--- config.mk ---
export PLATFORM = sky130hd
export DESIGN_NAME = alu_sequencer
export DESIGN_NICKNAME = d
export VERILOG_FILES = /design/src/rtl/alu_sequencer.sv
export SDC_FILE = /design/constraint.sdc
export NUM_CORES = 1
export LEC_CHECK = 0
export CAP_MARGIN = 20
export CELL_PAD_IN_SITES_DETAIL_PLACEMENT = 1
export CELL_PAD_IN_SITES_GLOBAL_PLACEMENT = 2
export CORE_MARGIN = 2
export CORE_UTILIZATION = 25
export DETAILED_ROUTE_END_ITERATION = 10
export PLACE_DENSITY = 0.76
export SETUP_SLACK_MARGIN = 0.2
export SLEW_MARGIN = 0
export SYNTH_ARGS = -nofsm -noshare
export SYNTH_HDL_FRONTEND = slang
export SYNTH_SLANG_ARGS = --single-unit
--- constraint.sdc ---
create_clock -name clk -period 1.9 [get_ports clk]
set_input_delay 0.285 -clock clk [delete_from_list [all_inputs] [get_ports clk]]
set_output_delay 0.285 -clock clk [all_outputs]
set_load 0.005 [all_outputs]
--- src/rtl/alu_sequencer.sv ---
// alu_sequencer: command-level controller for the ALU datapath.
// Takes one {opcode, a, b} command per handshake. Pulses store_a, store_b and
// start in that order, then waits a bounded number of cycles for alu_done.
// Returns the captured result, or a timeout error, on a valid/ready channel.
module alu_sequencer #(
   parameter int DATA_WIDTH = 8,
   parameter int TIMEOUT    = 16
) (
   input  logic                  clk,
   input  logic                  reset,
   input  logic                  cmd_valid,
   output logic                  cmd_ready,
   input  logic [1:0]            cmd_opcode,
   input  logic [DATA_WIDTH-1:0] cmd_a,
   input  logic [DATA_WIDTH-1:0] cmd_b,
   output logic [DATA_WIDTH-1:0] alu_data,
   output logic [1:0]            opcode_value,
   output logic                  store_a,
   output logic                  store_b,
   output logic                  start,
   input  logic                  alu_done,
   input  logic [DATA_WIDTH-1:0] result,
   input  logic                  overflow,
   output logic                  rsp_valid,
   input  logic                  rsp_ready,
   output logic [DATA_WIDTH-1:0] rsp_result,
   output logic                  rsp_overflow,
   output logic                  rsp_error,
   output logic                  busy,
   output logic [15:0]           op_count
);

   typedef enum logic [2:0] {
      ST_IDLE,
      ST_LOAD_A,
      ST_LOAD_B,
      ST_START,
      ST_WAIT,
      ST_RESP
   } state_t;

   localparam logic [1:0] OP_ADD = 2'b00;
   localparam logic [1:0] OP_SUB = 2'b01;

   // The wait counter only ever needs to reach TIMEOUT-1.
   localparam int             CW       = (TIMEOUT > 1) ? $clog2(TIMEOUT) : 1;
   localparam logic [CW-1:0]  CNT_LAST = CW'(TIMEOUT - 1);

   state_t                state_reg, state_next;
   logic [1:0]            opcode_reg, opcode_next;
   logic [DATA_WIDTH-1:0] a_reg, a_next;
   logic [DATA_WIDTH-1:0] b_reg, b_next;
   logic [CW-1:0]         cnt_reg, cnt_next;
   logic [DATA_WIDTH-1:0] res_reg, res_next;
   logic                  ovf_reg, ovf_next;
   logic                  err_reg, err_next;
   logic [15:0]           op_count_reg, op_count_next;

   // Next-state, captured fields and all outputs are decoded from the current state.
   always_comb begin
      state_next    = state_reg;
      opcode_next   = opcode_reg;
      a_next        = a_reg;
      b_next        = b_reg;
      cnt_next      = cnt_reg;
      res_next      = res_reg;
      ovf_next      = ovf_reg;
      err_next      = err_reg;
      op_count_next = op_count_reg;
      cmd_ready     = 1'b0;
      store_a       = 1'b0;
      store_b       = 1'b0;
      start         = 1'b0;
      alu_data      = '0;
      opcode_value  = opcode_reg;
      rsp_valid     = 1'b0;
      busy          = 1'b1;

      case (state_reg)
         ST_IDLE: begin
            cmd_ready    = 1'b1;
            busy         = 1'b0;
            opcode_value = 2'b00;
            if (cmd_valid) begin
               opcode_next = cmd_opcode;
               a_next      = cmd_a;
               b_next      = cmd_b;
               state_next  = ST_LOAD_A;
            end
         end
         ST_LOAD_A: begin
            store_a    = 1'b1;
            alu_data   = a_reg;
            state_next = ST_LOAD_B;
         end
         ST_LOAD_B: begin
            store_b    = 1'b1;
            alu_data   = b_reg;
            state_next = ST_START;
         end
         ST_START: begin
            start      = 1'b1;
            cnt_next   = '0;
            state_next = ST_WAIT;
         end
         ST_WAIT: begin
            cnt_next = cnt_reg + CW'(1);
            // A completion in the last allowed cycle still counts as success.
            if (alu_done) begin
               res_next   = result;
               ovf_next   = (opcode_reg == OP_ADD || opcode_reg == OP_SUB) ? overflow : 1'b0;
               err_next   = 1'b0;
               state_next = ST_RESP;
            end else if (cnt_reg == CNT_LAST) begin
               res_next   = '0;
               ovf_next   = 1'b0;
               err_next   = 1'b1;
               state_next = ST_RESP;
            end
         end
         ST_RESP: begin
            rsp_valid = 1'b1;
            if (rsp_ready) begin
               state_next = ST_IDLE;
               if (!err_reg) begin
                  op_count_next = op_count_reg + 16'd1;
               end
            end
         end
         default: begin
            state_next = ST_IDLE;
         end
      endcase
   end

   // State register.
   always_ff @(posedge clk) begin
      if (reset) begin
         state_reg <= ST_IDLE;
      end else begin
         state_reg <= state_next;
      end
   end

   // Command fields, wait counter, response fields and completed-op counter.
   always_ff @(posedge clk) begin
      if (reset) begin
         opcode_reg   <= '0;
         a_reg        <= '0;
         b_reg        <= '0;
         cnt_reg      <= '0;
         res_reg      <= '0;
         ovf_reg      <= 1'b0;
         err_reg      <= 1'b0;
         op_count_reg <= '0;
      end else begin
         opcode_reg   <= opcode_next;
         a_reg        <= a_next;
         b_reg        <= b_next;
         cnt_reg      <= cnt_next;
         res_reg      <= res_next;
         ovf_reg      <= ovf_next;
         err_reg      <= err_next;
         op_count_reg <= op_count_next;
      end
   end

   assign rsp_result   = res_reg;
   assign rsp_overflow = ovf_reg;
   assign rsp_error    = err_reg;
   assign op_count     = op_count_reg;

endmodule

==> After elaboration in Yosys (flattened, before gate mapping) <==
Cells that the tools add are included.
W data, S select, Z words.
{ "word_totals": {"register_bits": 51, "inputBits": 32, "out_inout_bits": 42, "elab_cells": 52} }
{ "op_classes": {"addsub": 2, "n_eq_ne": 10, "n_mux": 21, "bitwise": 1, "n_reduce_logical": 9} }
{ "ops": {"columns": ["operator", "count"], "rows": [
  ["$pmux W3 S6", 1],
  ["$add A16 B1 Y16 const B", 1],
  ["$mux W8", 2],
  ["$pmux W8 S2", 1],
  ["$mux W3", 4],
  ["$mux W1", 11],
  ["$pmux W4 S2", 1],
  ["$eq A3 B2 Y1 const B", 2],
  ["$eq A3 B3 Y1 const B", 2],
  ["$reduce_and A3 Y1", 2],
  ["$add A4 B1 Y4 const B", 1],
  ["$eq A4 B4 Y1 const B", 1],
  ["$ne A2 B2 Y1 const B", 2],
  ["$reduce_and A2 Y1", 2],
  ["$reduce_bool A2 Y1", 2],
  ["$eq A3 B1 Y1 const B", 1],
  ["$logic_not A3 Y1", 1],
  ["$ne A3 B3 Y1 const B", 1],
  ["$eq A2 B1 Y1 const B", 1],
  ["$logic_not A2 Y1", 1],
  ["$mux W2", 1],
  ["$logic_or A1 B1 Y1", 1],
  ["$not A1 Y1", 1]
]} }

==> Logic depth before layout (Yosys ltp) <==
Gate-level depths: netlist (run 1).
{ "logic_depth": {"depth_word": 4, "mapped_depth": 7, "mapped_depth_nobuf": 5} }

==> Worst setup path after synthesis (run 1) <==
OpenSTA, ideal clock, no wires.
{ "synth_timing": {"path_type": "register to register", "start": "register op_count_reg[2], in the netlist op_count[2]", "end": "register op_count_reg[12], in the netlist op_count[12]", "setup_time_ps": 70, "arrival_time_ps": 1545, "required_ps": 1830, "path_slack_ps": 285, "stages_incl_launch_ff": 5, "n_path_buf": 0, "period_less_slack_ps": 1615, "path_cell_list": "dfxtp_1 > nand4_2 > or4_4 > or3_1 > a21oi_1"} }
{ "synth_between": {"elab_chain_len": 1} }
{ "synth_lines": {"columns": ["element", "line", "source"], "rows": [
  ["start, declared", "57", "logic [15:0] op_count_reg, op_count_next;"],
  ["start signal, assigned", "164", "op_count_reg <= op_count_next;"],
  ["$add A16 B1 Y16", "126", "op_count_next = op_count_reg + 16'd1;"]
]} }
No other way between the ends.
A chain may end at the register's enable or synchronous reset.

==> Worst setup path after layout (run 1) <==
{ "layout_timing": {"start": "register state_reg[0]", "end": "output port alu_data[2]"} }
{ "layout_between": {"elab_chain_len": 2} }
{ "layout_lines": {"columns": ["element", "line", "source"], "rows": [
  ["start, declared", "49", "state_t state_reg, state_next;"],
  ["start signal, assigned", "141", "state_reg <= state_next;"],
  ["$eq A3 B2 Y1 or $eq A3 B1 Y1 (tied branches)", "79", "case (state_reg)"],
  ["$pmux W8 S2 *", "79", null],
  ["end, declared", "16", "output logic [DATA_WIDTH-1:0] alu_data,"]
]} }
Every way passes the cells marked *; elsewhere a longest branch is shown, timed or not.

==> impl_metrics.toml, run 1 <==
[clocking]
clk_pin_slew_ns = 0.10
hold_buffers = 0
clockRootBuffer = "clkbuf_8"
cts_tree = "yes"
clock_path_buffers = 2
clk_latency_ns = 0.31
numCtsBuffers = 5
cts.htree.levels = 2
clock_sinks = 51

[detailed_routing]
drc = 0
vias = 2283
ant_nets = 0
firstDrtPassIters = 4
post_drt_via_cell_ratio = 4.73
wl_mm = 7.10
drt_iter0_markers = 43
wl_per_cell_um = 14.7

[min_path]
min_path_type = "in2reg"
hold_start = "reset"
hold_end = "rsp_result[3]$_SDFFE_PP0P_"
holdPathStages = 2

[cells_and_area]
insertedDiodeCount = 0
largest_register_ffs = 16
final_core_util = 0.405
final_nets = 408
final_cells = 483
area_growth_pct = 58.8
drive_gt1_frac = 0.232

[sta]
tightest_slew_ns = 0.420
final-max-slew-violation-count = 0
relSlewSlack = 0.717
fin_crit_ns = 1.85
setup_viol = 0
setup_tns_ns = 0
hold_viol = 0
clock_skew_ns = 0.0127
max_freq_mhz = 540
rsz0062_at_grt = "true"
fin_crit_sh = 0.974

[yosys]
synth_edf_count = 0
synth.distinct_cells = 42
synthFlopType = "dfxtp_1"
synth.most_common_cell = "dfxtp_1"
syn-num-nets = 297
synth_common_cells = "dfxtp_1 (51), nand2_1 (43), a21oi_1 (32)"
synth_seq_cells = 51
yosys-top-cells-area = "dfxtp_1 (46%), nand2_1 (7.3%), a21oi_1 (7.3%)"
syn_inst = 263
yosysWarnings = 0
synth_area_sq_um = 2200
ys_async_sr_fraction = 0
synth_top_cell_by_area = "dfxtp_1"
ys_seq_area_frac = 0.464
synth_top_cell_area_share = 0.464
synth.avg_cell_area_sq_um = 8.36

[floorplanning]
ios = 74
dieArea_sq_um = 9560
die_width_um = 97.8
core_sq_um = 8640
row_count = 34
start_util = 0.255
fp.dieH_um = 97.8

[pwr]
p_leak_nw = 1.39
power.density_nw_per_um2 = 633
peakVddDrop_mv = 0.289

[setup_path]
crit_arrival_ns = 1.57
worstRegToRegCells = 6
reg2reg_to = "op_count[12]$_SDFFE_PP0P_"
path_max_fanout = 4
cp-start-kind = "flop"
end_kind = "output port"
required_ns = 1.62
rr_startpoint = "state_reg[2]$_SDFFE_PP0P_"
regToRegSetupSlack_ns = 0.16
path_class = "reg2out"

[placement]
dpl.hpwl_mm = 4.73
place_congestion = 0.730
placed_cells = 452
numPortBuffers = 73

[global_routing]
grt_pass1_vias = 2306
grt_pass1_wl_mm = 11.3
antenna_found_initial = 0
overflow = 0
grt_use_total = 0.144
grt_max_degree = 22

[job]
maxCapViolations = 0

[run_status]
status = "finished, final reports clean"
cell families after synthesis:
logic type	synth area share
adders and majority gates	0.0114
and+or+nand+nor	0.264
buffers and inverters	0.0472
AOI/OAI and AO/OA	0.177
xor gates and xnor gates	0.0358
DFF	0.464
power breakdown:
| group | switching, mW | internal (mW) | leakage, nW |
|---|---|---|---|
| clock | 0.391 | 0.266 | 0.0418 |
| sequential | 0.0280 | 1.11 | 0.417 |
| combinational | 0.184 | 0.234 | 0.932 |
| total | 0.604 | 1.61 | 1.39 |
repair_timing:
action	CTS	global route
gates resized for setup	71	24
pin swaps	9	5
setup endpoints to repair	37	44
cloned	1	0
buffers inserted	16	6
metrics by stage:
stage	instance area (sq um)	hold slack, ns	worst slack [ns]	power (mW)
after global placement	3160	0.440	0.0681	1.47
after detailed placement	3160	0.447	0.0420	1.48
final	3490	0.329	0.0495	2.21
after CTS	3390	0.325	-0.00357	2.20
after global routing	3490	0.326	-0.0475	2.33
after floorplan	2200	0.421	0.285	1.29
critical path: stages (launching register included):
cell,delay (ns)
dfxtp_4,0.38
buf_12,0.12
nor3_4,0.21
buf_6,0.15
buf_6,0.09
buf_6,0.08
a22o_1,0.12
buf_2,0.11
metal layers:
layer / global-route usage / vias up / share of wire / wire (um)
li1: - / 1138 / - / -
met1: 0.186 / 1095 / 0.45 / 3210
met2: 0.237 / 43 / 0.49 / 3490
met3: 0.0408 / 7 / 0.046 / 330
met4: 0.0417 / 0 / 0.010 / 73
met5: 0 / - / 0 / 0
cell usage in the layout, fill, tap and decap left out, types with 6 or more instances in the layout:
cell / count
clkdlybuf4s50_1: 56
dfxtp_1: 46
nand2_1: 42
a21oi_1: 29
nor2_1: 28
buf_4: 28
buf_6: 16
buf_2: 11
inv_1: 8
a22o_1: 8
a22oi_1: 8
o21ai_0: 6
layout make-up:
cell class	count	area [sq um]
clock buffer	6	72.6
timing repair buffer	118	1070
clock inverter	2	16.3
multi-input combinational	189	1130
sequential	51	1030
fill	1042	5140
inverter	9	36.3
tap	108	135
how the worst max path moves through the flow:
stage / start / endpoint
after floorplan: op_count[2]$_SDFFE_PP0P_ / op_count[12]$_SDFFE_PP0P_
after global placement: rsp_ready / op_count[14]$_SDFFE_PP0P_
after detailed placement: rsp_ready / op_count[12]$_SDFFE_PP0P_
after CTS: state_reg[2]$_SDFFE_PP0P_ / alu_data[0]
after global routing: state_reg[2]$_SDFFE_PP0P_ / alu_data[0]
final: state_reg[0]$_SDFFE_PP0P_ / alu_data[2]
Note: power is estimated with default switching activity, not from simulation.
==> run 2, diff against run 1 <==
- ABC_AREA: default -> 1
- CORE_UTILIZATION: 25 -> 26
- PLACE_DENSITY: 0.76 -> 0.78
==> run 2 against run 1 <==
Register-to-register slack better by 0.06 ns. Die area is 7.6% higher. Global-route usage is 1.1 points higher. Clock skew is 0.0064 ns lower. Sequential share of layout area is 2.1 points lower. Count of clock-buffer cells in the layout stayed put. Synthesized cell count is 24% higher.
==> impl_metrics.toml, run 2 <==
[setup_path]
crit_arrival_ns = 1.49
rr_startpoint = "state_reg[1]$_SDFFE_PP0P_"
end_kind = "output port"
path_class = "reg2out"
path_cells = "buf_12, nor2_4, buf_6, buf_6, buf_6, nand2_8, o22ai_2, buf_2"
required_ns = 1.62
path_common_cell = "buf_6"
worst_path_max_delay_cell = "dfxtp_4"
regToRegSetupSlack_ns = 0.22
cp-start-kind = "flop"
reg2reg_to = "op_count[12]$_SDFFE_PP0P_"
cp_num_buf_inv = 5
path_max_fanout = 5
worstRegToRegCells = 11
cpPeakStageDelay_ns = 0.37
crit_family = "buffers and inverters"

[global_routing]
grt_max_degree = 37
antenna_found_initial = 0
grt_use_total = 0.155
grt_pass1_wl_mm = 12.7
grt_pass1_vias = 2586
overflow = 0

[yosys]
syn_inst = 327
yosys-top-cells-area = "dfxtp_1 (41%), nand2_1 (7.8%), inv_1 (6.8%)"
synth.distinct_cells = 30
synth_mux_area_frac = 0
synth.avg_cell_area_sq_um = 7.55
synth_fa_ha_area_frac = 0.0101
synth_area_sq_um = 2470
synth_seq_cells = 51
synth-xor-area-share = 0
synth_edf_count = 0
synth_common_cells = "dfxtp_1 (51), nand2_1 (51), inv_1 (45)"
synth_compound_area_frac = 0.208
synth_top_family_by_area = "simple AND/OR/NAND/NOR gates"
synth_top_cell_by_area = "dfxtp_1"
ys_async_sr_fraction = 0
ys_seq_area_frac = 0.413
synthFlopType = "dfxtp_1"
yosys.area_share.simple = 0.258
syn-num-nets = 361
yosysWarnings = 0
synth_top_cell_area_share = 0.413

[cells_and_area]
largest_register_ffs = 16
drive_gt1_frac = 0.273
area_growth_pct = 51.3
final_nets = 461
final_cell_mix = "clkdlybuf4s50_1 (57), nand2_1 (50), dfxtp_1 (48)"
layout_commonest_cell = "clkdlybuf4s50_1"
num-fill-cells = 1139
final_cell_area_sq_um = 3740
final_core_util = 0.404
insertedDiodeCount = 0
final_cells = 557

[placement]
numPortBuffers = 73
place_area_sq_um = 3340
place_congestion = 0.716
placed_cells = 526
dp_slack_ns = -0.0260
dpl.hpwl_mm = 5.12

[sta]
final-max-slew-violation-count = 0
tightest_slew_ns = 0.329
max_freq_mhz = 563
fin_ws_ns = 0.124
hold_viol = 0
fin_crit_ns = 1.78
relSlewSlack = 0.779
clock_skew_ns = 0.00633
rsz0062_at_grt = "true"
fin_crit_sh = 0.935
setup_viol = 0

[floorplanning]
ios = 74
fp.dieH_um = 101
dieArea_sq_um = 10300
core_sq_um = 9240
start_util = 0.267
die_width_um = 101
row_count = 35

[clocking]
cts.htree.levels = 2
numCtsBuffers = 5
clockRootBuffer = "clkbuf_8"
clock_path_buffers = 2
clk_latency_ns = 0.31
clock_sinks = 51
hold_buffers = 0
clk_pin_slew_ns = 0.09
cts_tree = "yes"

[run_status]
status = "finished, final reports clean"

[detailed_routing]
firstDrtPassIters = 4
wl_per_cell_um = 13.5
wl_mm = 7.51
drt_iter0_markers = 35
post_drt_via_cell_ratio = 4.47
drc = 0
vias = 2492
ant_nets = 0

[pwr]
peakVddDrop_mv = 0.366
total_power_mw = 2.81
p_leak_nw = 1.44
power.density_nw_per_um2 = 752

[min_path]
hold_end = "opcode_reg[0]$_SDFFE_PP0P_"
holdPathStages = 2
min_path_type = "reg2reg"
hold_start = "opcode_reg[0]$_SDFFE_PP0P_"

[job]
maxCapViolations = 0
-- run 2: changes by cell type after synthesis, sizes merged, moves of 6 or more --
cell | before | now
nor2 | 28 | 39
a22oi | 8 | 0
xnor2 | 6 | 0
a21oi | 32 | 43
nand3 | 5 | 32
o21ai | 8 | 27
nand2 | 43 | 55
inv | 9 | 51
or3 | 6 | 0
a22o | 8 | 0
o22ai | 0 | 8
-- run 2: power by group --
| part | switching, mW | total (mW) | internal, mW |
|---|---|---|---|
| Combinational | 0.438 | 0.825 | 0.387 |
| Clock | 0.379 | 0.806 | 0.427 |
| Sequential | 0.0316 | 1.18 | 1.15 |
| Total | 0.848 | 2.81 | 1.96 |
-- run 2: kinds of logic after synthesis --
logic type | count (synthesis)
and+or+nand+nor | 134
AOI/OAI and AO/OA | 78
DFF | 51
buffers and inverters | 62
adders and majority gates | 2
-- run 2: worst max path at each step --
stage / startpoint / end / slack (ns) / depth (start not counted)
global route: state_reg[1]$_SDFFE_PP0P_ / alu_data[3] / 0.05 / 8
global placement: state_reg[2]$_SDFFE_PP0P_ / alu_data[3] / 0.05 / 4
floorplan: op_count[1]$_SDFFE_PP0P_ / op_count[12]$_SDFFE_PP0P_ / 0.62 / 8
finish: state_reg[1]$_SDFFE_PP0P_ / alu_data[2] / 0.12 / 8
detailed placement: state_reg[2]$_SDFFE_PP0P_ / alu_data[1] / -0.03 / 4
CTS: state_reg[1]$_SDFFE_PP0P_ / alu_data[3] / 0.09 / 8
-- run 2: cell type report --
class / count / area [sq um] / share of cell area
Clock inverter: 2 / 35.0 / 0.00937
Inverter: 51 / 201 / 0.0539
Clock buffer: 6 / 82.6 / 0.0221
Timing Repair Buffer: 102 / 918 / 0.246
Multi-Input combinational cell: 216 / 1310 / 0.351
Tap cell: 129 / 161 / 0.0432
Sequential cell: 51 / 1030 / 0.275
-- run 2: worst min-delay path, cell delays in order, from the launching register on --
cell	delay, ns
dfxtp_1	0.31
inv_1	0.07
a21oi_2	0.05
-- run 2: metrics by stage --
stage,hold WS (ns),TNS (ns)
floorplan,0.435,0
global placement,0.450,0
detailed placement,0.452,-0.0368
CTS,0.470,0
global route,0.499,0
finish,0.464,0
-- run 2: timing repair --
action	CTS	global route
buffers inserted	17	4
setup endpoints to repair	16	20
pin swaps	5	4
gates cloned	2	0
resized for setup	68	12
-- run 2: metal layers --
layer | part of all wire | global-route usage | up-vias
met5 | 0 | 0 | -
met4 | 0.0095 | 0.0343 | 0
met3 | 0.041 | 0.0345 | 5
met2 | 0.49 | 0.271 | 42
met1 | 0.46 | 0.195 | 1183
li1 | - | - | 1262
==> RTL change 1: new RTL, settings of run 2 <==
The parameter `TIMEOUT` goes from 16 to 64.
--- a/src/rtl/alu_sequencer.sv
+++ b/src/rtl/alu_sequencer.sv
@@ -4,7 +4,7 @@
 // Returns the captured result, or a timeout error, on a valid/ready channel.
 module alu_sequencer #(
    parameter int DATA_WIDTH = 8,
-   parameter int TIMEOUT    = 16
+   parameter int TIMEOUT    = 64
 ) (
    input  logic                  clk,
    input  logic                  reset,
Formal check against the unedited RTL: no difference found for any inputs over 10 cycles, from zero or initial values and one cycle with reset high; that may be too few to reach the edited logic, so the function may still have changed.
==> RTL change 1 against run 2 <==
  * Clock skew is 4.5 ps higher
  * Sequential cell count is 2 higher
  * Wire length up 0.19%
  * Final area down 5.7%
  * Total power down 18%
  * Register-to-register slack improved by 120 ps
  * Critical path depth down 4
  * Setup slack got worse by 50 ps
  * Count of clock-buffer cells in the layout is 1 higher
  * Worst hold slack worse by 4.9 ps
  * Synthesized area down 4.1%
  * Highest routed layer unchanged
==> RTL change 1: results (changes against run 2) <==
Worst path slowest cell clkdlybuf4s50_1; synth top area cells dfxtp_1, nand2_1, a21oi_1, inv_1, nor2_1; Non-Filler Instances 544 (-2.3%); Mapped Nets 373 (+3.3%); Post-CTS Setup Inserts 12 (-5); vias in the first global route 2472 (-4.4%); Filler Cell Count 1116 (-2.0%); Final GP Congestion 0.832 (+16%); synth cell count leaders nand2_1, dfxtp_1, inv_1; worst-margin pin slew 399 ps (+69.4 ps); placed wire-length estimate 5.38 mm (+5.0%); VDD IR max 0.250 mV (-32%); Seq/Total Area, Yosys 44.8% (+3.5 points); total track usage 15.5% (about the same); layout cells sized above 1 16.1% (-11 points); Starting DRT DRC Count 39 (+11%); Placed Instances 519 (-1.3%); reg2reg setup slack 340 ps (+120 ps); WL/cell 13.8 um (+2.6%); CTS Buffer Depth 2 (unchanged); Worst Setup EP busy; Worst setup startpoint state_reg[2]; r2r startpoint state_reg[0]; Reg-to-Reg End op_count[11]; crit path DAT 1540 ps (+50 ps); Setup WS pre-CTS -58.8 ps (-32.8 ps); Cell variety after synth 27 (-10%); P_int 1.66 mW (-15%); status complete, no violations; Crit path largest cell delay 530 ps (+160 ps); Leakage Power 1.38 nW (-4.1%); post_cts resized 62 (-8.8%); Setup Skew 10.9 ps (+4.54 ps); fmax 0.547 GHz (-2.8%)
-- RTL change 1: changes by cell type in the layout (fill, tap and decap cells not counted), moves of 12 or more --
cell     change
a21oi_2     -18
o21ai_0     +20
o21ai_2     -12
a21oi_1     +18
nand3_1     -15
nand2_1     +14
-- RTL change 1: cell families after synthesis --
group / Yosys count / synth area share, %
AO/OA/AOI/OAI: 81 / 17.6
XOR/XNOR: 1 / 0.370
AND/OR/NAND/NOR: 137 / 25.5
flip-flops: 53 / 44.8
buffers and inverters: 65 / 10.7
adder cells (fa/ha/maj): 2 / 1.06
-- RTL change 1: worst min-delay path by stage --
stage                              from             to  slack [ps]
after global placement         a_reg[0]       a_reg[0]         440
final                     opcode_reg[0]  opcode_reg[0]         460
after CTS                      b_reg[0]       b_reg[0]         460
after detailed placement       a_reg[2]       a_reg[2]         440
after global routing           a_reg[7]       a_reg[7]         490
after floorplan                a_reg[7]       a_reg[7]         430
-- RTL change 1: per-layer routing --
layer / vias to the layer above / global-route usage, % / wire (um)
li1: 1275 / - / -
met1: 1152 / 20.2 / 3570
met2: 57 / 26.2 / 3490
met3: 7 / 2.95 / 364
met4: 0 / 4.21 / 88
met5: - / 0 / 0
-- RTL change 1: final cells by class --
type	instances	area, um^2	share of cell area, %
timing repair inverter	1	8.76	0.248
sequential	53	1070	30.3
clock buffer	7	76.3	2.17
tap	108	135	3.83
clock inverter	1	7.51	0.213
timing repair buffer	96	882	25.0
inverter	57	220	6.25
multi-input combinational	221	1130	32.0
-- RTL change 1: power by group through the flow --
stage / sequential, mW / combinational [mW] / clock [mW]
after floorplan: 1.21 / 0.183 / 0
after global placement: 1.21 / 0.376 / 0
after detailed placement: 1.21 / 0.386 / 0
after CTS: 1.19 / 0.448 / 0.683
after global routing: 1.20 / 0.521 / 0.727
final: 1.19 / 0.472 / 0.649
==> RTL change 2: new RTL, flow settings as in run 2 <==
Made on the original files. Put one more register stage on the output `op_count`, without a reset. The value now appears one clock later. The other outputs are not delayed to match.
--- a/src/rtl/alu_sequencer.sv
+++ b/src/rtl/alu_sequencer.sv
@@ -168,7 +168,9 @@
    assign rsp_result   = res_reg;
    assign rsp_overflow = ovf_reg;
    assign rsp_error    = err_reg;
-   assign op_count     = op_count_reg;
+   always_ff @(posedge clk) begin
+      op_count <= op_count_reg;
+   end
 
 endmodule
 
Behaviour: not the same (a bounded check fails within 10 cycles, from zero or initial values and one cycle with reset high).
==> RTL change 2 against run 2 <==
  * Non-clock buffer count shrank 5
  * Final area grew 3.3%
  * Synthesized cell count shrank 0.92%
  * Global-route usage shrank 1.3 points
  * Highest routed layer unchanged
  * Register-to-register slack gained 50 ps
  * Critical path depth shrank 1
  * Total power grew 66%
  * Cell count grew 0.90%
  * Setup slack lost 56 ps
  * Synthesized area grew 3.2%
  * Clock power grew 63%
  * Sequential cell count grew 16
  * Wire length shrank 0.77%
  * Clock skew grew 3.7 ps
==> RTL change 2: results (changes against run 2) <==
status complete, no violations; GR met2 Demand/Resource 24.0% (-3.1 points); vias in the first global route 2410 (-6.8%); Seq/Total Area, Yosys 52.6% (+11 points); Clk network pwr share 28.1% (-0.6 points); crit path DAT 1550 ps (+60 ps); ClkCell Share 5.61% (+2.5 points); synth top area cells dfxtp_1, a21oi_1, nand2_1, inv_1, nor2_1; Multi-input gate area 1030 um^2 (-21%); Comb pwr share 34.8% (+5.4 points); Post-CTS Setup Inserts 10 (-7); placed wire-length estimate 5.08 mm (-0.86%); total track usage 14.2% (-1.3 points); DRT met1 WL 3.23 mm (-7.2%); layout cells sized above 1 17.2% (-10 points); clock buf count 9 (+3); Setup WS pre-CTS 25.4 ps (+51.4 ps); sequential cell area 1350 um^2 (+31%); hold_sp op_count_reg[4]; Cell variety after synth 28 (-6.7%); VDD IR max 0.585 mV (+60%); Final GP Congestion 0.793 (+11%); post_cts resized 51 (-25%); Critical Path Fanout Max 3 (-2); met1 Resource Use GR 17.1% (-2.5 points); Non-CTS buffers 97 (-4.9%); DR vias 2477 (-0.60%); inverters 50 (-2.0%); htree depth 3 (+1); metal2 WL 3.69 mm (+1.3%); Leakage Power 1.51 nW (+4.3%); Largest register FFs 32 (+16); area post-placement 3450 um^2 (+3.2%); Setup Skew 10.0 ps (+3.72 ps); first-pass GRT wire length 11.6 mm (-8.5%); Starting DRT DRC Count 51 (+46%); total wire length 7.45 mm (-0.77%); Mapped Nets 358 (-0.83%); clock group power 1.31 mW (+63%); synth cell count leaders dfxtp_1, nand2_1, inv_1
==> RTL change 2: changes by cell type in the layout (fill, tap and decap cells not counted), sizes merged, moves of 4 or more <==
cell,run 2,this run
nand3,33,13
dfxtp,51,67
nor2,39,30
buf,37,30
o21ai,27,32
clkinv,1,5
==> RTL change 2: cells by family (layout without fill, tap and decap cells) <==
logic type      Yosys count  in the layout  synth area share [%]
simple gates            109            109                  19.1
compound gates           88             88                  18.1
fa+ha+maj                 2              2                 0.981
flops                    67             67                  52.6
buf+inv                  58            163                  9.18
==> RTL change 2: path summary, 6_finish.rpt <==
path,end,slack (ps)
worst max-delay path,alu_data[4],70
worst min-delay path,op_count[4],370
worst max register to register,b_reg[0],270
worst min register to register,op_count[4],370
==> RTL change 2: stage by stage <==
stage	instances	hold WS [ps]
2_1_floorplan	324	346
3_3_place_gp	528	361
3_5_place_dp	528	360
4_1_cts	555	373
5_1_grt	562	380
6_report	562	370
